File: src/rtl/vf_pkg.sv
// Shared definitions for the multi-channel fixed-point to motor-command converter.
// Holds the output-format encodings, the sequencer states and a width helper.
package vf_pkg;

    localparam logic [1:0] MODE_DIRMAG = 2'd0;
    localparam logic [1:0] MODE_OFFSET = 2'd1;
    localparam logic [1:0] MODE_TC     = 2'd2;

    typedef enum logic {
        IDLE = 1'b0,
        RUN  = 1'b1
    } state_t;

    // Ceiling log2, never below 1 so a single-channel build still gets a 1-bit index.
    function automatic int clog2(input int n);
        int r;
        r = 0;
        for (int i = 0; i < 31; i++) begin
            if ((1 << i) < n) r = i + 1;
        end
        return (r < 1) ? 1 : r;
    endfunction

endpackage

File: src/rtl/vf_conv_mot.sv
// Combinational conversion of one signed fixed-point value into a motor-command word:
// drop FRAC fraction bits, saturate, then encode as dir+magnitude, offset binary or two's complement.
module vf_conv_mot
    import vf_pkg::*;
#(
    parameter int W_IN  = 20,
    parameter int FRAC  = 2,
    parameter int W_OUT = 16
) (
    input  logic signed [W_IN-1:0] x,
    input  logic [1:0]             mode,
    output logic [W_OUT-1:0]       word,
    output logic                   sat
);

    // Two guard bits keep the clamp bounds representable even when W_OUT-1 == W_IN-FRAC.
    localparam int WE = W_IN + 2;
    localparam logic [WE-1:0]        ONE     = WE'(1);
    localparam logic [WE-1:0]        MAG_MAX = (ONE << (W_OUT - 1)) - ONE;
    localparam logic signed [WE-1:0] POS_MAX = $signed(MAG_MAX);
    localparam logic signed [WE-1:0] NEG_MIN = -$signed(ONE << (W_OUT - 1));

    // Returns {sat, word}; |x| is taken unsigned so the most-negative input stays exact.
    function automatic logic [W_OUT:0] sat_dirmag(input logic signed [W_IN-1:0] v);
        logic [W_IN-1:0] a;
        logic [W_IN-1:0] mag;
        logic            s;
        a   = v[W_IN-1] ? $unsigned(-v) : $unsigned(v);
        mag = a >> FRAC;
        s   = {2'b00, mag} > MAG_MAX;
        return {s, ~v[W_IN-1], (s ? {(W_OUT-1){1'b1}} : mag[W_OUT-2:0])};
    endfunction

    // Returns {sat, word}: floor shift then clamp to [-M, M-1].
    function automatic logic [W_OUT:0] sat_tc(input logic signed [W_IN-1:0] v);
        logic signed [WE-1:0] t;
        logic                 s;
        t = {{2{v[W_IN-1]}}, v};
        t = t >>> FRAC;
        s = 1'b0;
        if (t > POS_MAX) begin
            t = POS_MAX;
            s = 1'b1;
        end else if (t < NEG_MIN) begin
            t = NEG_MIN;
            s = 1'b1;
        end
        return {s, t[W_OUT-1:0]};
    endfunction

    logic [W_OUT:0] r_dm;
    logic [W_OUT:0] r_tc;

    always_comb begin
        r_dm = sat_dirmag(x);
        r_tc = sat_tc(x);
        word = r_dm[W_OUT-1:0];
        sat  = r_dm[W_OUT];
        case (mode)
            MODE_OFFSET: begin
                word = r_tc[W_OUT-1:0] ^ {1'b1, {(W_OUT-1){1'b0}}};
                sat  = r_tc[W_OUT];
            end
            MODE_TC: begin
                word = r_tc[W_OUT-1:0];
                sat  = r_tc[W_OUT];
            end
            default: begin
                word = r_dm[W_OUT-1:0];
                sat  = r_dm[W_OUT];
            end
        endcase
    end

endmodule

File: src/rtl/vf_conv_canaux.sv
// Multi-channel converter: captures an N_CH vector in one handshake and streams one
// converted channel per beat through a registered valid/ready output stage.
module vf_conv_canaux
    import vf_pkg::*;
#(
    parameter int N_CH  = 4,
    parameter int W_IN  = 20,
    parameter int FRAC  = 2,
    parameter int W_OUT = 16
) (
    input  logic                     clk,
    input  logic                     rst,
    input  logic [N_CH*W_IN-1:0]     vf_in,
    input  logic [1:0]               mode,
    input  logic                     in_valid,
    output logic                     in_ready,
    output logic [W_OUT-1:0]         out_data,
    output logic [clog2(N_CH)-1:0]   out_ch,
    output logic                     out_last,
    output logic                     out_valid,
    input  logic                     out_ready,
    output logic [N_CH-1:0]          sat_flags,
    input  logic                     clr_sat
);

    localparam int             CW       = clog2(N_CH);
    localparam logic [CW-1:0]  LAST_IDX = CW'(N_CH - 1);

    state_t                  state, state_nx;
    logic [CW-1:0]           idx;
    logic [N_CH*W_IN-1:0]    vec_p0;
    logic [1:0]              mode_p0;
    logic signed [W_IN-1:0]  ch_x;
    logic [W_OUT-1:0]        conv_word;
    logic                    conv_sat;
    logic                    capture;
    logic                    load;
    logic [N_CH-1:0]         sat_set;

    assign ch_x    = vec_p0[int'(idx)*W_IN +: W_IN];
    assign load    = (state == RUN) && (!out_valid || out_ready);
    assign sat_set = (load && conv_sat) ? (N_CH'(1) << idx) : '0;

    vf_conv_mot #(
        .W_IN  (W_IN),
        .FRAC  (FRAC),
        .W_OUT (W_OUT)
    ) u_conv (
        .x    (ch_x),
        .mode (mode_p0),
        .word (conv_word),
        .sat  (conv_sat)
    );

    always_comb begin
        state_nx = state;
        in_ready = 1'b0;
        capture  = 1'b0;
        case (state)
            IDLE: begin
                in_ready = 1'b1;
                if (in_valid) begin
                    capture  = 1'b1;
                    state_nx = RUN;
                end
            end
            RUN: begin
                if (load && (idx == LAST_IDX)) state_nx = IDLE;
            end
            default: state_nx = IDLE;
        endcase
    end

    // Stage p0: captured vector and its output format.
    always_ff @(posedge clk) begin
        if (capture) begin
            vec_p0  <= vf_in;
            mode_p0 <= mode;
        end
    end

    // Stage p1: output register, sequencer and sticky flags; a set wins over a same-cycle clear.
    always_ff @(posedge clk) begin
        if (rst) begin
            state     <= IDLE;
            idx       <= '0;
            out_valid <= 1'b0;
            out_data  <= '0;
            out_ch    <= '0;
            out_last  <= 1'b0;
            sat_flags <= '0;
        end else begin
            state     <= state_nx;
            sat_flags <= (clr_sat ? '0 : sat_flags) | sat_set;
            if (capture) idx <= '0;
            if (load) begin
                out_data  <= conv_word;
                out_ch    <= idx;
                out_last  <= (idx == LAST_IDX);
                out_valid <= 1'b1;
                idx       <= idx + CW'(1);
            end else if (out_valid && out_ready) begin
                out_valid <= 1'b0;
            end
        end
    end

endmodule

File: config.mk
export PLATFORM = sky130hd
export DESIGN_NAME = vf_conv_canaux
export DESIGN_NICKNAME = d
export VERILOG_FILES = /design/src/rtl/vf_pkg.sv /design/src/rtl/vf_conv_mot.sv /design/src/rtl/vf_conv_canaux.sv
export SDC_FILE = /design/constraint.sdc
export NUM_CORES = 1
export LEC_CHECK = 0
export CAP_MARGIN = 20
export CORE_MARGIN = 8
export CORE_UTILIZATION = 53
export DETAILED_ROUTE_END_ITERATION = 12
export PLACE_DENSITY = 0.85
export SETUP_SLACK_MARGIN = 0.2
export SLEW_MARGIN = 20
export SYNTH_ARGS = -nofsm -noshare
export SYNTH_HDL_FRONTEND = slang
export SYNTH_SLANG_ARGS = --single-unit
File: constraint.sdc
create_clock -name clk -period 6.98 [get_ports clk]
set_input_delay 1.396 -clock clk [delete_from_list [all_inputs] [get_ports clk]]
set_output_delay 1.396 -clock clk [all_outputs]
set_load 0.01 [all_outputs]
==> results of run 1 <==
==> cell usage in the layout (no fill, tap or decap), drive strengths merged, types with 2 or more instances in the layout <==
master	count
nand4b	2
clkdlybuf4s50	111
or3	4
nor2	22
xor2	3
nor3	6
nor4	2
o31ai	3
clkbuf	9
clkinv	3
a31oi	3
nand3	5
a211oi	5
edfxtp	82
and3	2
or2	2
a32o	8
dfxtp	27
a22oi	2
a21o	5
mux4	19
inv	14
a21oi	21
ha	6
nand2	21
and2	4
o21a	3
nand2b	3
nor3b	4
o41ai	3
o21ai	13
buf	2
==> cell type report <==
type	instances	area (um^2)	share of cell area [%]
Sequential cell	109	3000	49.7
Multi-Input combinational cell	184	1540	25.4
Inverter	11	41.3	0.683
Timing Repair Buffer	113	1130	18.6
Tap cell	108	135	2.23
Clock buffer	9	124	2.05
Clock inverter	7	80.1	1.32
==> Yosys cell counts (3+ instances only) <==
| cell type | count |
|---|---|
| sky130_fd_sc_hd__a211oi_1 | 5 |
| sky130_fd_sc_hd__a21o_1 | 5 |
| sky130_fd_sc_hd__a21oi_1 | 20 |
| sky130_fd_sc_hd__a31oi_1 | 3 |
| sky130_fd_sc_hd__a32o_1 | 8 |
| sky130_fd_sc_hd__and2_1 | 4 |
| sky130_fd_sc_hd__buf_6 | 3 |
| sky130_fd_sc_hd__clkbuf_1 | 9 |
| sky130_fd_sc_hd__dfxtp_1 | 27 |
| sky130_fd_sc_hd__edfxtp_1 | 82 |
| sky130_fd_sc_hd__ha_1 | 6 |
| sky130_fd_sc_hd__inv_1 | 11 |
| sky130_fd_sc_hd__mux4_1 | 5 |
| sky130_fd_sc_hd__mux4_2 | 14 |
| sky130_fd_sc_hd__nand2_1 | 21 |
| sky130_fd_sc_hd__nand2b_1 | 3 |
| sky130_fd_sc_hd__nand3_1 | 5 |
| sky130_fd_sc_hd__nor2_1 | 22 |
| sky130_fd_sc_hd__nor3_1 | 6 |
| sky130_fd_sc_hd__nor3b_1 | 3 |
| sky130_fd_sc_hd__o21ai_0 | 13 |
| sky130_fd_sc_hd__o31ai_1 | 3 |
| sky130_fd_sc_hd__or3_1 | 3 |
| sky130_fd_sc_hd__xor2_1 | 3 |
==> sequential cells by signal, indices dropped and copies added, names as in the netlist <==
name       cells
out_data      16
state          1
sat_flags      4
idx            2
out_ch         2
out_valid      1
vec_p0        80
mode_p0        2
out_last       1
==> kinds of logic (layout without fill, tap and decap cells) <==
logic type,count (synthesis),in the layout
XOR/XNOR,3,3
adder cells (fa/ha/maj),6,6
multiplexers,20,20
buffers and inverters,25,140
flip-flops,109,109
AND/OR/NAND/NOR,82,82
AO/OA/AOI/OAI,73,73
==> path summary, 6_finish.rpt <==
kind                      from            to  slack, ns  cells after the start
hold / removal    out_data[10]  out_data[10]       0.46                      1
setup reg to reg        idx[0]  out_data[12]       3.71                      8
hold reg to reg   out_data[10]  out_data[10]       0.46                      1
setup / recovery        idx[0]  out_data[12]       3.71                      8
==> per-layer routing <==
metal / routed length (um) / part of all wire (%)
met1: 4100 / 40
met2: 5220 / 51
met4: 204 / 2.0
met5: 0 / 0
met3: 745 / 7.2
==> stage by stage <==
step	hold slack, ns	utilization, %	setup slack (ns)	instances
4_1_cts	0.467	70.0	3.68	541
2_1_floorplan	0.476	-	3.47	318
3_5_place_dp	0.444	67.6	3.53	525
5_1_grt	0.483	70.0	3.48	541
3_3_place_gp	0.445	67.6	3.61	525
6_report	0.463	70.0	3.71	541
==> where the power goes <==
group	leakage [nW]	total, W	internal [W]	switching [W]
sequential	1.00	0.000755	0.000739	0.0000156
clock	0.104	0.000389	0.000171	0.000218
combinational	1.00	0.000208	0.000109	0.0000996
total	2.11	0.00135	0.00102	0.000333
==> summary.md, run 1 <==
| Metric | Value |
|---|---|
| Worst IR drop on VDD | `about 0.00014 V` |
| Number of global-route vias before repair | `approximately 3200` |
| RSZ-0062 raised after global routing | `no` |
| Final critical-path share of the clock period | `~47%` |
| Initial antenna violation count | `0` |
| Cell area after placement | `0.00584 mm^2` |
| Die Ht | `~110 um` |
| Max-slew violations | `0` |
| Count of antenna diodes in the layout | `0` |
| Data required, critical path | `~7.3 ns` |
| Netlist Area Pre-Place | `0.00466 mm^2` |
| Crit-path leading delay family | `compound AO/OA/AOI/OAI gates` |
| TritonCTS clock tree | `yes` |
| Buffer count from post-CTS setup fixing | `0` |
| Number of cells upsized or downsized after cts | `0` |
| Distinct cell type count after synthesis | `54` |
| Post-layout min period | `roughly 3.3 ns` |
| Actual transition at the worst max-transition pin | `1.01 ns` |
| Post-synthesis area per instance | `14.6 um^2` |
| Global routing's busiest layer | `met2` |
| Number of buffers created by CTS | `9` |
| Finished layout cell area | `around 0.0060 mm^2` |
| Master of the slowest instance on the critical path | `sky130_fd_sc_hd__mux4_2` |
| Worst-path clk slew | `roughly 0.11 ns` |
| Congestion Overflow GR | `0` |
| Endpoints failing setup | `0` |
| Final Wtd Congestion | `between 0.8 and 0.9` |
| Antenna Nets Post-Route | `0` |
| Mapped Cells | `318` |
| Drt first-iter violations | `roughly 150` |
| Sort of element at the start of the critical path | `register` |
| Area share of the largest cell type after synthesis | `~53%` |
| Maximum number of pins on one net before global-route repair | `83` |
| Final routed DRC violation total | `0` |
| Area share of and/or/nand/nor cells after synthesis | `under 10%` |
| Htree depth | `3` |
| Worst min-delay path class | `register to register` |
| Ratio of cells with drive above 1 in the final layout | `between 10% and 20%` |
| Async set or reset register ratio after synthesis | `0%` |
| Ordered list of cells on the worst path | `buf_4, mux4_2, a21bo_2, o21a_1, o21ai_0, nor2_1, o41ai_1, a22oi_1` |
| PnR Total Power | `around 0.0014 W` |
| Critical path arrival | `around 3.6 ns` |
| Via count | `just over 3000` |
| Number of failing hold endpoints at the final stage | `0` |
| I/O Pins | `roughly 110` |
| Met1 demand-to-capacity share in global routing | `between 20 and 25%` |
| PD cells | `224 mW/mm^2` |
| Number of standard-cell rows in the floorplan | `34` |
| First-pass GRT wire length | `between 15000 and 20000 um` |
| Total Negative Setup Slacks | `0 ns` |
| Vias/cell | `5.76` |
| Ys flop type | `sky130_fd_sc_hd__edfxtp_1` |
| Count of filler cells inserted in the layout | `613` |
| Bufs on Longest Clock Path | `2` |
| Warnings from Yosys | `0` |
| Clock latency at the later pin of the worst-skew pair | `0.38 ns` |
| Pre-Repair DR Iteration Count | `4` |
| Hold Buf Count CTS | `0` |
| Met2 demand-to-capacity share in global routing | `28.7%` |
| Worst Clk Skew | `slightly below 0.02 ns` |
| Relative slew slack | `around a third` |
| Horizontal die dimension | `around 110 um` |
| Type of the worst setup path | `register to register` |
| Number of maximum-capacitance violations | `0` |
| Max incr delay on CP | `between 0.7 and 0.8 ns` |
| Area of the core region | `0.00864 mm^2` |
| Total of flip-flops plus latches after synthesis | `about 110` |
| Die area | `approximately 0.012 mm^2` |
| Fin nets | `521` |
| Multiplexer share of the synthesized area | `9.83%` |
| Starting Density | `a little over half` |
| CP max FO | `18` |
| Outcome | `finished clean` |
| DR WL/cell | `around 19 um` |
| Cell accounting for the most synthesized area | `sky130_fd_sc_hd__edfxtp_1` |
| Synthesis-to-layout area growth | `29.8%` |
| Top cells by area in the synthesized netlist | `sky130_fd_sc_hd__edfxtp_1, sky130_fd_sc_hd__dfxtp_1, sky130_fd_sc_hd__mux4_2` |
| Overall Global Routing Usage | `17.3%` |
| Synth Area in Compound Gates | `~11%` |
| Leakage power | `around 2.1 nW` |
| Wirelength, routed | `between 10000 and 15000 um` |
| Post-synthesis xor/xnor area fraction | `0.564%` |
| Combinational family with the most area after synthesis | `compound AO/OA/AOI/OAI gates` |
| EDFF count, synth | `82` |
| Post-synthesis sequential area ratio | `approximately 64%` |
| HPWL after DPL | `between 7000 and 8000 um` |
| TritonCTS Sinks | `109` |
| Highest clock frequency the design can meet | `roughly 0.3 GHz` |
| Number of buffer and inverter instances along the worst setup path | `1` |
| Synth Area in Adders | `1.61%` |
| Cell at the root of the clock tree | `sky130_fd_sc_hd__clkbuf_8` |
| Buffers on Ports | `~110` |
| Crit end category | `register` |
| Post-synthesis net count | `slightly above 400` |
| Global-route track usage on met3 | `5.45%` |
No activity file was read; power rests on OpenSTA's default activity.
==> run 2: changes to the inputs <==
--- a/config.mk
+++ b/config.mk
@@ -7,9 +7,9 @@
 export LEC_CHECK = 0
 export CAP_MARGIN = 20
 export CORE_MARGIN = 8
-export CORE_UTILIZATION = 53
+export CORE_UTILIZATION = 45
 export DETAILED_ROUTE_END_ITERATION = 12
-export PLACE_DENSITY = 0.85
+export PLACE_DENSITY = 0.76
 export SETUP_SLACK_MARGIN = 0.2
 export SLEW_MARGIN = 20
 export SYNTH_ARGS = -nofsm -noshare
==> constraint.sdc (replaced) <==
create_clock -name clk -period 2.83 [get_ports clk]
set_input_delay 0.566 -clock clk [delete_from_list [all_inputs] [get_ports clk]]
set_output_delay 0.566 -clock clk [all_outputs]
set_load 0.01 [all_outputs]
==> run 2 against run 1 <==
Against the previous run: flip-flop and latch count is the same; cell count is 12% higher; largest cell class unchanged; combinational power grew to 3.0 times the previous value; highest routed layer unchanged; clock power grew to 2.8 times the previous value; total power rose to 2.7 times the previous value; register-to-register slack worse by 3.5 ns; sequential power increased by 150%.
==> summary.md, run 2 (synthesized netlist as in run 1, its figures left out) <==
| Metric | Value |
|---|---|
| Endpoints failing setup | `0` |
| Register with the most flip-flops | `vec_p0` |
| PD cells | `approximately 550 mW/mm^2` |
| Max incr delay on CP | `slightly below 0.6 ns` |
| Cell at the root of the clock tree | `sky130_fd_sc_hd__clkbuf_8` |
| Crit-path leading delay family | `simple AND/OR/NAND/NOR gates` |
| Worst reg2reg startpoint | `idx[0]` |
| CP max FO | `4` |
| Relative slew slack | `about two thirds` |
| Initial antenna violation count | `0` |
| Worst Setup EP | `out_data[11]` |
| Number of standard-cell rows in the floorplan | `37` |
| Area of the core region | `a little over 0.01 mm^2` |
| Final routed DRC violation total | `0` |
| Worst min-delay path class | `register to register` |
| Clock latency at the later pin of the worst-skew pair | `between 0.3 and 0.4 ns` |
| Drt first-iter violations | `180` |
| Count of cell instances traversed by the critical path | `7` |
| Congestion Overflow GR | `0` |
| Number of buffers created by CTS | `9` |
| Final Wtd Congestion | `just over 0.9` |
| Fin nets | `558` |
| Die Ht | `118 um` |
| Htree depth | `3` |
| Count of filler cells inserted in the layout | `between 700 and 800` |
| I/O Pins | `~110` |
| Worst-path clk slew | `approximately 0.10 ns` |
| TritonCTS Sinks | `about 110` |
| Ordered list of cells on the worst path | `mux4_1, or3_4, nand4b_4, o41ai_4, xor2_1, a211oi_1, a21o_1` |
| Actual transition at the worst max-transition pin | `0.486 ns` |
| Post-layout min period | `between 2 and 3 ns` |
| Bufs on Longest Clock Path | `2` |
| RSZ-0062 raised after global routing | `yes` |
| Master of the slowest instance on the critical path | `sky130_fd_sc_hd__mux4_1` |
| Worst Clk Skew | `~0.015 ns` |
| Ratio of cells with drive above 1 in the final layout | `21.1%` |
| Number of failing hold endpoints at the final stage | `0` |
| Outcome | `finished clean` |
| Type of the worst setup path | `register to register` |
| Total Negative Setup Slacks | `0 ns` |
| Data required, critical path | `slightly above 3 ns` |
| Pre-Repair DR Iteration Count | `5` |
| Number of flip-flops under the largest register name | `80` |
| Number of global-route vias before repair | `3444` |
| Sort of element at the start of the critical path | `register` |
| Setup slack of the most critical reg-to-reg path | `0.19 ns` |
| First-pass GRT wire length | `17900 um` |
| Crit end category | `register` |
| Max-slew violations | `0` |
| Util after Layout | `approximately 64%` |
| Synthesis-to-layout area growth | `40.6%` |
| Worst IR drop on VDD | `0.000497 V` |
| Horizontal die dimension | `roughly 120 um` |
| Maximum number of pins on one net before global-route repair | `52` |
| Number of buffer and inverter instances along the worst setup path | `0` |
| Worst Reg2Reg Path Length in Cells | `7` |
| Wirelength, routed | `~11000 um` |
| Critical path origin | `idx[0]` |
| Number of maximum-capacitance violations | `0` |
| Overall Global Routing Usage | `between 10% and 20%` |
| HPWL after DPL | `8370 um` |
| Starting Density | `45.7%` |
| DR WL/cell | `approximately 19 um` |
| Die area | `0.0139 mm^2` |
| Worst setup margin | `~0.19 ns` |
| Area taken by flip-flops and latches | `between 0.003 and 0.004 mm^2` |
| Leakage power | `2.35 nW` |
| Total area of multi-input combinational cells | `0.00164 mm^2` |
| Leading cell types in the layout, fill and taps excluded | `sky130_fd_sc_hd__clkdlybuf4s50_1, sky130_fd_sc_hd__edfxtp_1, sky130_fd_sc_hd__buf_4` |
| Launch instance of the worst min-delay path | `out_ch[1]` |
| Highest clock frequency the design can meet | `0.379 GHz` |
| Count of antenna diodes in the layout | `0` |
| Critical path arrival | `just under 3 ns` |
| TritonCTS clock tree | `yes` |
| Via count | `between 3000 and 4000` |
| Final critical-path share of the clock period | `~93%` |
| Most common cell after layout, fill and taps aside | `sky130_fd_sc_hd__clkdlybuf4s50_1` |
| Capture instance of the worst register-to-register path | `out_data[11]` |
| Antenna Nets Post-Route | `0` |
| Vias/cell | `approximately 5.3` |
| Largest registers | `vec_p0: 80 flops, out_data: 16 flops, sat_flags: 4 flops` |
| Buffers on Ports | `~110` |
| Placement Setup Slack | `-0.0117 ns` |
==> run 2: worst reg2reg max path, delay by kind of cell (launching register included) <==
kind	cells	cell delay [ns]
simple gates	2	0.69
compound gates	3	0.68
mux	1	0.59
flops	1	0.39
xor+xnor	1	0.20
==> run 2: repair_timing <==
action | CTS | global route
hold buffers | 0 | 0
gates cloned | 1 | 0
gates resized for setup | 6 | 24
endpoints found under the setup margin | 17 | 17
pin swaps | 1 | 11
setup buffers | 6 | 9
==> run 2: per-layer routing <==
metal / global-route usage, % / share of wire, % / up-vias
li1: - / - / 1535
met1: 19.1 / 41 / 1555
met2: 27.9 / 52 / 114
met3: 3.41 / 5.3 / 14
met4: 7.21 / 1.5 / 0
met5: 0 / 0 / -
==> run 2: where the power goes <==
group	leakage [nW]	switching, W	internal, W
combinational	1.23	0.000292	0.000337
sequential	1.00	0.0000348	0.00182
clock	0.113	0.000516	0.000583
total	2.35	0.000843	0.00274
==> run 2: cell type report <==
class,count,share of cell area [%]
clock buffers,9,1.89
clock inverters,7,1.74
inverters,11,0.688
multi-input cells,185,25.0
flip-flops and latches,109,45.9
well taps,136,2.60
repair buffers,149,22.1
==> run 2: worst min-delay path by stage <==
| stage | endpoint | slack (ns) | depth (start not counted) |
|---|---|---|---|
| 6_report | out_ch[1] | 0.46 | 2 |
| 2_1_floorplan | out_data[5] | 0.48 | 2 |
| 4_1_cts | out_data[5] | 0.46 | 2 |
| 3_5_place_dp | out_data[11] | 0.45 | 1 |
| 5_1_grt | out_ch[1] | 0.49 | 2 |
| 3_3_place_gp | out_data[1] | 0.44 | 2 |
==> run 2: stage by stage <==
step | cells | total power (W) | area (um^2) | hold WS [ns]
detailed placement | 574 | 0.00246 | 6060 | 0.445
global placement | 574 | 0.00244 | 6060 | 0.439
global route | 606 | 0.00372 | 6550 | 0.487
CTS | 597 | 0.00356 | 6390 | 0.462
finish | 606 | 0.00359 | 6550 | 0.461
floorplan | 318 | 0.00217 | 4660 | 0.476
